### src/rtl/fp16_stream_accumulator.sv
// fp16_stream_accumulator: sums in_last-delimited binary16 vectors from a valid/ready stream into one binary16 result
// Ports: clk/rst_n (async active-low reset); in_valid/in_ready/in_data/in_last element stream;
//        out_valid/out_ready/out_data/out_count result stream (count saturates at 2^CNT_W-1).
//        float16_adder: combinational binary16 adder, RNE, i_a + i_b -> o_sum.
module float16_adder (
  input  logic [15:0] i_a,
  input  logic [15:0] i_b,
  output logic [15:0] o_sum
);
  logic        w_a_nan, w_b_nan, w_a_inf, w_b_inf, w_swap, w_sub, w_rnd;
  logic [15:0] w_x, w_y;
  logic [4:0]  w_ex, w_ey, w_d, w_dc, w_lz, w_sh;
  logic [13:0] w_mx, w_my, w_yal, w_m;
  logic [29:0] w_ysh;
  logic [14:0] w_s, w_r;
  logic [5:0]  w_e;
  always_comb begin
    w_a_nan = (&i_a[14:10]) & (|i_a[9:0]);
    w_b_nan = (&i_b[14:10]) & (|i_b[9:0]);
    w_a_inf = (&i_a[14:10]) & ~(|i_a[9:0]);
    w_b_inf = (&i_b[14:10]) & ~(|i_b[9:0]);
    // x is the larger magnitude, so the result takes its sign and exponent
    w_swap = i_b[14:0] > i_a[14:0];
    w_x = w_swap ? i_b : i_a;
    w_y = w_swap ? i_a : i_b;
    w_ex = (w_x[14:10] == 5'd0) ? 5'd1 : w_x[14:10];
    w_ey = (w_y[14:10] == 5'd0) ? 5'd1 : w_y[14:10];
    // mantissas carry three extra low bits: guard, round, sticky
    w_mx = {|w_x[14:10], w_x[9:0], 3'b000};
    w_my = {|w_y[14:10], w_y[9:0], 3'b000};
    w_d = w_ex - w_ey;
    w_dc = (w_d > 5'd16) ? 5'd16 : w_d;
    w_ysh = {w_my, 16'd0} >> w_dc;
    w_yal = {w_ysh[29:17], w_ysh[16] | (|w_ysh[15:0])};
    w_sub = w_x[15] ^ w_y[15];
    w_s = w_sub ? {1'b0, w_mx} - {1'b0, w_yal} : {1'b0, w_mx} + {1'b0, w_yal};
    w_lz = 5'd14;
    for (int k = 0; k < 14; k++) if (w_s[k]) w_lz = 5'(13 - k);
    // left shift is limited so the exponent never drops below 1 (subnormal results)
    w_sh = (w_lz < w_ex - 5'd1) ? w_lz : w_ex - 5'd1;
    w_m = w_s[14] ? {w_s[14:2], |w_s[1:0]} : w_s[13:0] << w_sh;
    w_e = w_s[14] ? {1'b0, w_ex} + 6'd1 : {1'b0, w_ex - w_sh};
    w_rnd = w_m[2] & ((|w_m[1:0]) | w_m[3]);
    // a mantissa carry from rounding ripples into the exponent field naturally
    w_r = {w_m[13] ? w_e[4:0] : 5'd0, w_m[12:3]} + 15'(w_rnd);
    o_sum = (w_a_nan | w_b_nan | (w_a_inf & w_b_inf & w_sub)) ? 16'h7E00 :
            w_a_inf ? i_a :
            w_b_inf ? i_b :
            (w_s == 15'd0) ? {w_x[15] & ~w_sub, 15'd0} :
            (w_e >= 6'd31) ? {w_x[15], 15'h7C00} :
            {w_x[15], w_r};
  end
endmodule

module fp16_stream_accumulator #(
  parameter int CNT_W = 8
) (
  input  logic             clk,
  input  logic             rst_n,
  input  logic             in_valid,
  output logic             in_ready,
  input  logic [15:0]      in_data,
  input  logic             in_last,
  output logic             out_valid,
  input  logic             out_ready,
  output logic [15:0]      out_data,
  output logic [CNT_W-1:0] out_count
);
  typedef enum logic [1:0] {IDLE, ACC, OUT} state_t;
  state_t           r_state, w_next;
  logic [15:0]      r_acc, w_sum;
  logic [CNT_W-1:0] r_cnt;
  logic             w_in_xfer;
  float16_adder u_add (.i_a(r_acc), .i_b(in_data), .o_sum(w_sum));
  assign w_in_xfer = in_valid && in_ready;
  always_ff @(posedge clk or negedge rst_n) begin
    if (!rst_n) r_state <= IDLE;
    else r_state <= w_next;
  end
  always_comb begin
    w_next = (r_state == OUT) ? (out_ready ? IDLE : OUT) :
             w_in_xfer ? (in_last ? OUT : ACC) : r_state;
  end
  always_comb begin
    in_ready = r_state != OUT;
    out_valid = r_state == OUT;
    out_data = r_acc;
    out_count = r_cnt;
  end
  // the first element bypasses the adder so -0 and single-element vectors stay bit-exact
  always_ff @(posedge clk or negedge rst_n) begin
    if (!rst_n) begin
      r_acc <= 16'h0000;
      r_cnt <= '0;
    end else if (w_in_xfer) begin
      r_acc <= (r_state == IDLE) ? in_data : w_sum;
      r_cnt <= (r_state == IDLE) ? CNT_W'(1) : (&r_cnt) ? r_cnt : r_cnt + CNT_W'(1);
    end
  end
endmodule

### config.mk
export PLATFORM = sky130hd
export DESIGN_NAME = fp16_stream_accumulator
export DESIGN_NICKNAME = d
export VERILOG_FILES = /design/src/rtl/fp16_stream_accumulator.sv
export SDC_FILE = /design/constraint.sdc
export NUM_CORES = 1
export LEC_CHECK = 0
export CORE_AREA = 2 2 112 114
export CTS_CLUSTER_DIAMETER = 100
export CTS_CLUSTER_SIZE = 40
export DETAILED_ROUTE_END_ITERATION = 16
export DIE_AREA = 0 0 114 116
export GPL_TIMING_DRIVEN = 0
export PLACE_DENSITY = 0.9
export SLEW_MARGIN = 20
export SYNTH_ARGS = -nofsm -noshare
export SYNTH_HDL_FRONTEND = slang
export SYNTH_HIERARCHICAL = 1
export SYNTH_SLANG_ARGS = --single-unit
### constraint.sdc
create_clock -name clk -period 15.9 [get_ports clk]
set_clock_uncertainty 0.1 [all_clocks]
set_input_delay 3.18 -clock clk [delete_from_list [all_inputs] [get_ports clk]]
set_output_delay 3.18 -clock clk [all_outputs]
set_load 0.005 [all_outputs]
==> flow_metrics.tcl, run 1 <==
set metrics [dict create \
    num_vias 8705 \
    cts_hold_buf 0 \
    path_max_fanout 10 \
    synthCells 960 \
    async_reset_ff_frac 1.00 \
    synth_flop_cell "dfrtp_1" \
    synth_top_family_by_area "compound AO/OA/AOI/OAI gates" \
    start_kind "primary input" \
    finalCoreUtilization 0.717 \
    outcome "complete, no violations" \
    synth_compound_area_frac 0.367 \
    antenna_found_initial 0 \
    drive_gt1_frac 0.207 \
    gp_congestion 1.04 \
    finalHoldViolCount 0 \
    ys_top_cells_by_area "ha_1 (9.6%), dfrtp_1 (9.2%), mux2i_1 (7.0%)" \
    nets 1126 \
    numCtsBuffers 3 \
    grt.total_usage 0.357 \
    insertedDiodeCount 0 \
    pre_cts_ws_ns -2.52 \
    grt_pass1_vias 7589 \
    arrival_ns 15.73 \
    port_buffers 46 \
    setup_viol 0 \
    ys_ff_latch 26 \
    slew_headroom 0.475 \
    synthTopCellsByCount "nand2_1 (96), nor2_1 (87), a21oi_1 (86), inv_1 (69), ha_1 (54)" \
    synth_xor_area_frac 0.0347 \
    yosys.cell_count.top_type "nand2_1" \
    fin_ws_ns 0.256 \
    dr.pass1.iters 7 \
    maxCapViolations 0 \
    hpwl_um 18300 \
    insertion_delay_ns 0.26 \
    grt_pass1_wl_um 38800 \
    area_delta_synth_final_pct 21.4 \
    synth_cell_types 114 \
    hold_class "flip-flop to flip-flop" \
    die_area_um2 13200 \
    initial_utilization 0.591 \
    cts_buffer_depth 2 \
    grt_overflow 0 \
    yosysSeqAreaShare 0.0925 \
    cts_tree "built" \
    endpoint_kind "flip-flop" \
    first_iter_violations 1430 \
    vias_per_cell 7.30 \
    muxShareOfSynthArea 0.0857 \
    grt_max_degree 27 \
    postPlaceCellArea_um2 7670 \
    timing.final.crit_share 0.984 \
    yosys.area_share.simple 0.246 \
    worst_path_largest_cell_delay_ns 0.47 \
    fin_crit_ns 15.64 \
    core_area_um2 11900 \
    required_ns 15.99 \
    ioPinCount 47 \
    fmax_mhz 63.9 \
    synth_edf_count 0 \
    routed_wl_um 26000 \
    finalMaxSlewViolations 0 \
    cts.htree.levels 1 \
    floorplan.rows 40 \
    avgRoutedWirePerCell_um 21.8 \
    worstSetupPathType "primary input to flip-flop" \
    die_w_um 114 \
    worst_slew_pin_slew_ns 0.787 \
    synthAdderAreaFrac 0.105 \
    cp_slowest_cell "or4_1" \
    synth_area_um2 7040 \
    clock-sinks 26 \
    syn_avg_cell_area_um2 7.33 \
    die_h_um 116 \
    syn_nets 1038 \
    synth_top_area_frac 0.0960 \
    ant_nets 0 \
    ys_warn_count 6 \
    synth_top_cell_by_area "ha_1" \
    clockRootBuffer "clkbuf_16" \
    path_clk_slew_ns 0.06 \
    drc 0 \
    final_area_um2 8540 \
]
## area by class of cell
type / instances / area, µm²
flip-flops and latches: 26 / 651
fillers: 886 / 3370
repair buffers: 84 / 718
inverters: 72 / 274
clock buffers: 3 / 75.1
multi-input cells: 823 / 6410
well taps: 147 / 184
plain buffers: 38 / 233
## stage by stage
stage	cells	hold slack, ns	TNS (ns)
floorplan	960	0.434	0
global placement	1153	0.458	-29.67
detailed placement	1153	0.462	-32.78
CTS	1164	0.475	0
global route	1193	0.498	-3.18
finish	1193	0.478	0
## registers in the layout, summed over array words and instances (netlist names)
name,cells
r_state,2
out_count,8
out_data,16
## cell usage in the layout, fill, tap and decap left out, types with 10 or more instances in the layout
cell | Yosys | layout
o21ai_2 | 1 | 10
mux2i_1 | 49 | 43
xnor2_1 | 21 | 19
clkdlybuf4s50_1 | 0 | 30
mux2_2 | 10 | 10
nor3_1 | 30 | 27
ha_1 | 54 | 46
buf_4 | 4 | 42
inv_1 | 69 | 67
nor2_1 | 87 | 76
dfrtp_1 | 26 | 26
nand3_1 | 35 | 33
nand2_1 | 96 | 91
and2_1 | 11 | 11
o21a_1 | 13 | 11
nand4_1 | 12 | 12
clkbuf_1 | 15 | 11
a21oi_1 | 86 | 79
o21ai_1 | 11 | 10
buf_2 | 10 | 12
o21ai_0 | 39 | 31
o211ai_1 | 25 | 25
## final timing paths
kind	startpoint	endpoint	slack, ns	depth (start not counted)
setup / recovery	in_data[8]	out_data[4]	0.26	66
hold / removal	out_count[0]	out_count[0]	0.48	1
setup reg to reg	out_data[14]	out_data[4]	2.77	66
hold reg to reg	out_count[0]	out_count[0]	0.48	1
max in group asynchronous	rst_n	out_data[12]	12.47	1
min in group asynchronous	rst_n	out_data[6]	2.82	1
## kinds of logic after synthesis
logic type,count (synthesis)
AOI/OAI and AO/OA,334
xor gates and xnor gates,27
adders and majority gates,57
buffers and inverters,111
DFF,26
muxes,59
and+or+nand+nor,346
## worst max-delay path: cells and delay by family
family	cells	cell delay, ns
AOI/OAI and AO/OA	25	4.58
xor gates and xnor gates	2	0.47
adders and majority gates	7	2.25
buffers and inverters	8	1.11
muxes	3	0.47
and+or+nand+nor	21	3.64
## timing repair
item                                    CTS  global route
gates resized for setup                  63            80
endpoints found under the setup margin   15            15
buffers inserted                          9            29
pin swaps                                 7            16
## metal layers
metal  wire length [µm]  up-vias  GRT usage
met3               2970      167     0.0303
met1              10000     3989      0.493
li1                   -     3845          -
met2              11700      704      0.593
met4               1320        0      0.117
met5                  0        -          0
Power of run 1 is left out: the tool's default activity adds up to more than one toggle a clock period on the data nets, which glitch-free logic cannot reach.
==> run 2, diff against run 1 <==
--- a/config.mk
+++ b/config.mk
@@ -19 +19,2 @@
 export SYNTH_SLANG_ARGS = --single-unit
+export TNS_END_PERCENT = 5
--- a/constraint.sdc
+++ b/constraint.sdc
@@ -4,2 +4,2 @@
 set_output_delay 3.18 -clock clk [all_outputs]
-set_load 0.005 [all_outputs]
+set_load 0.02 [all_outputs]
==> results of run 2 <==
Final layout, timing and power as in run 1 (identical DEF).
Power of run 2 is left out for the same reason.
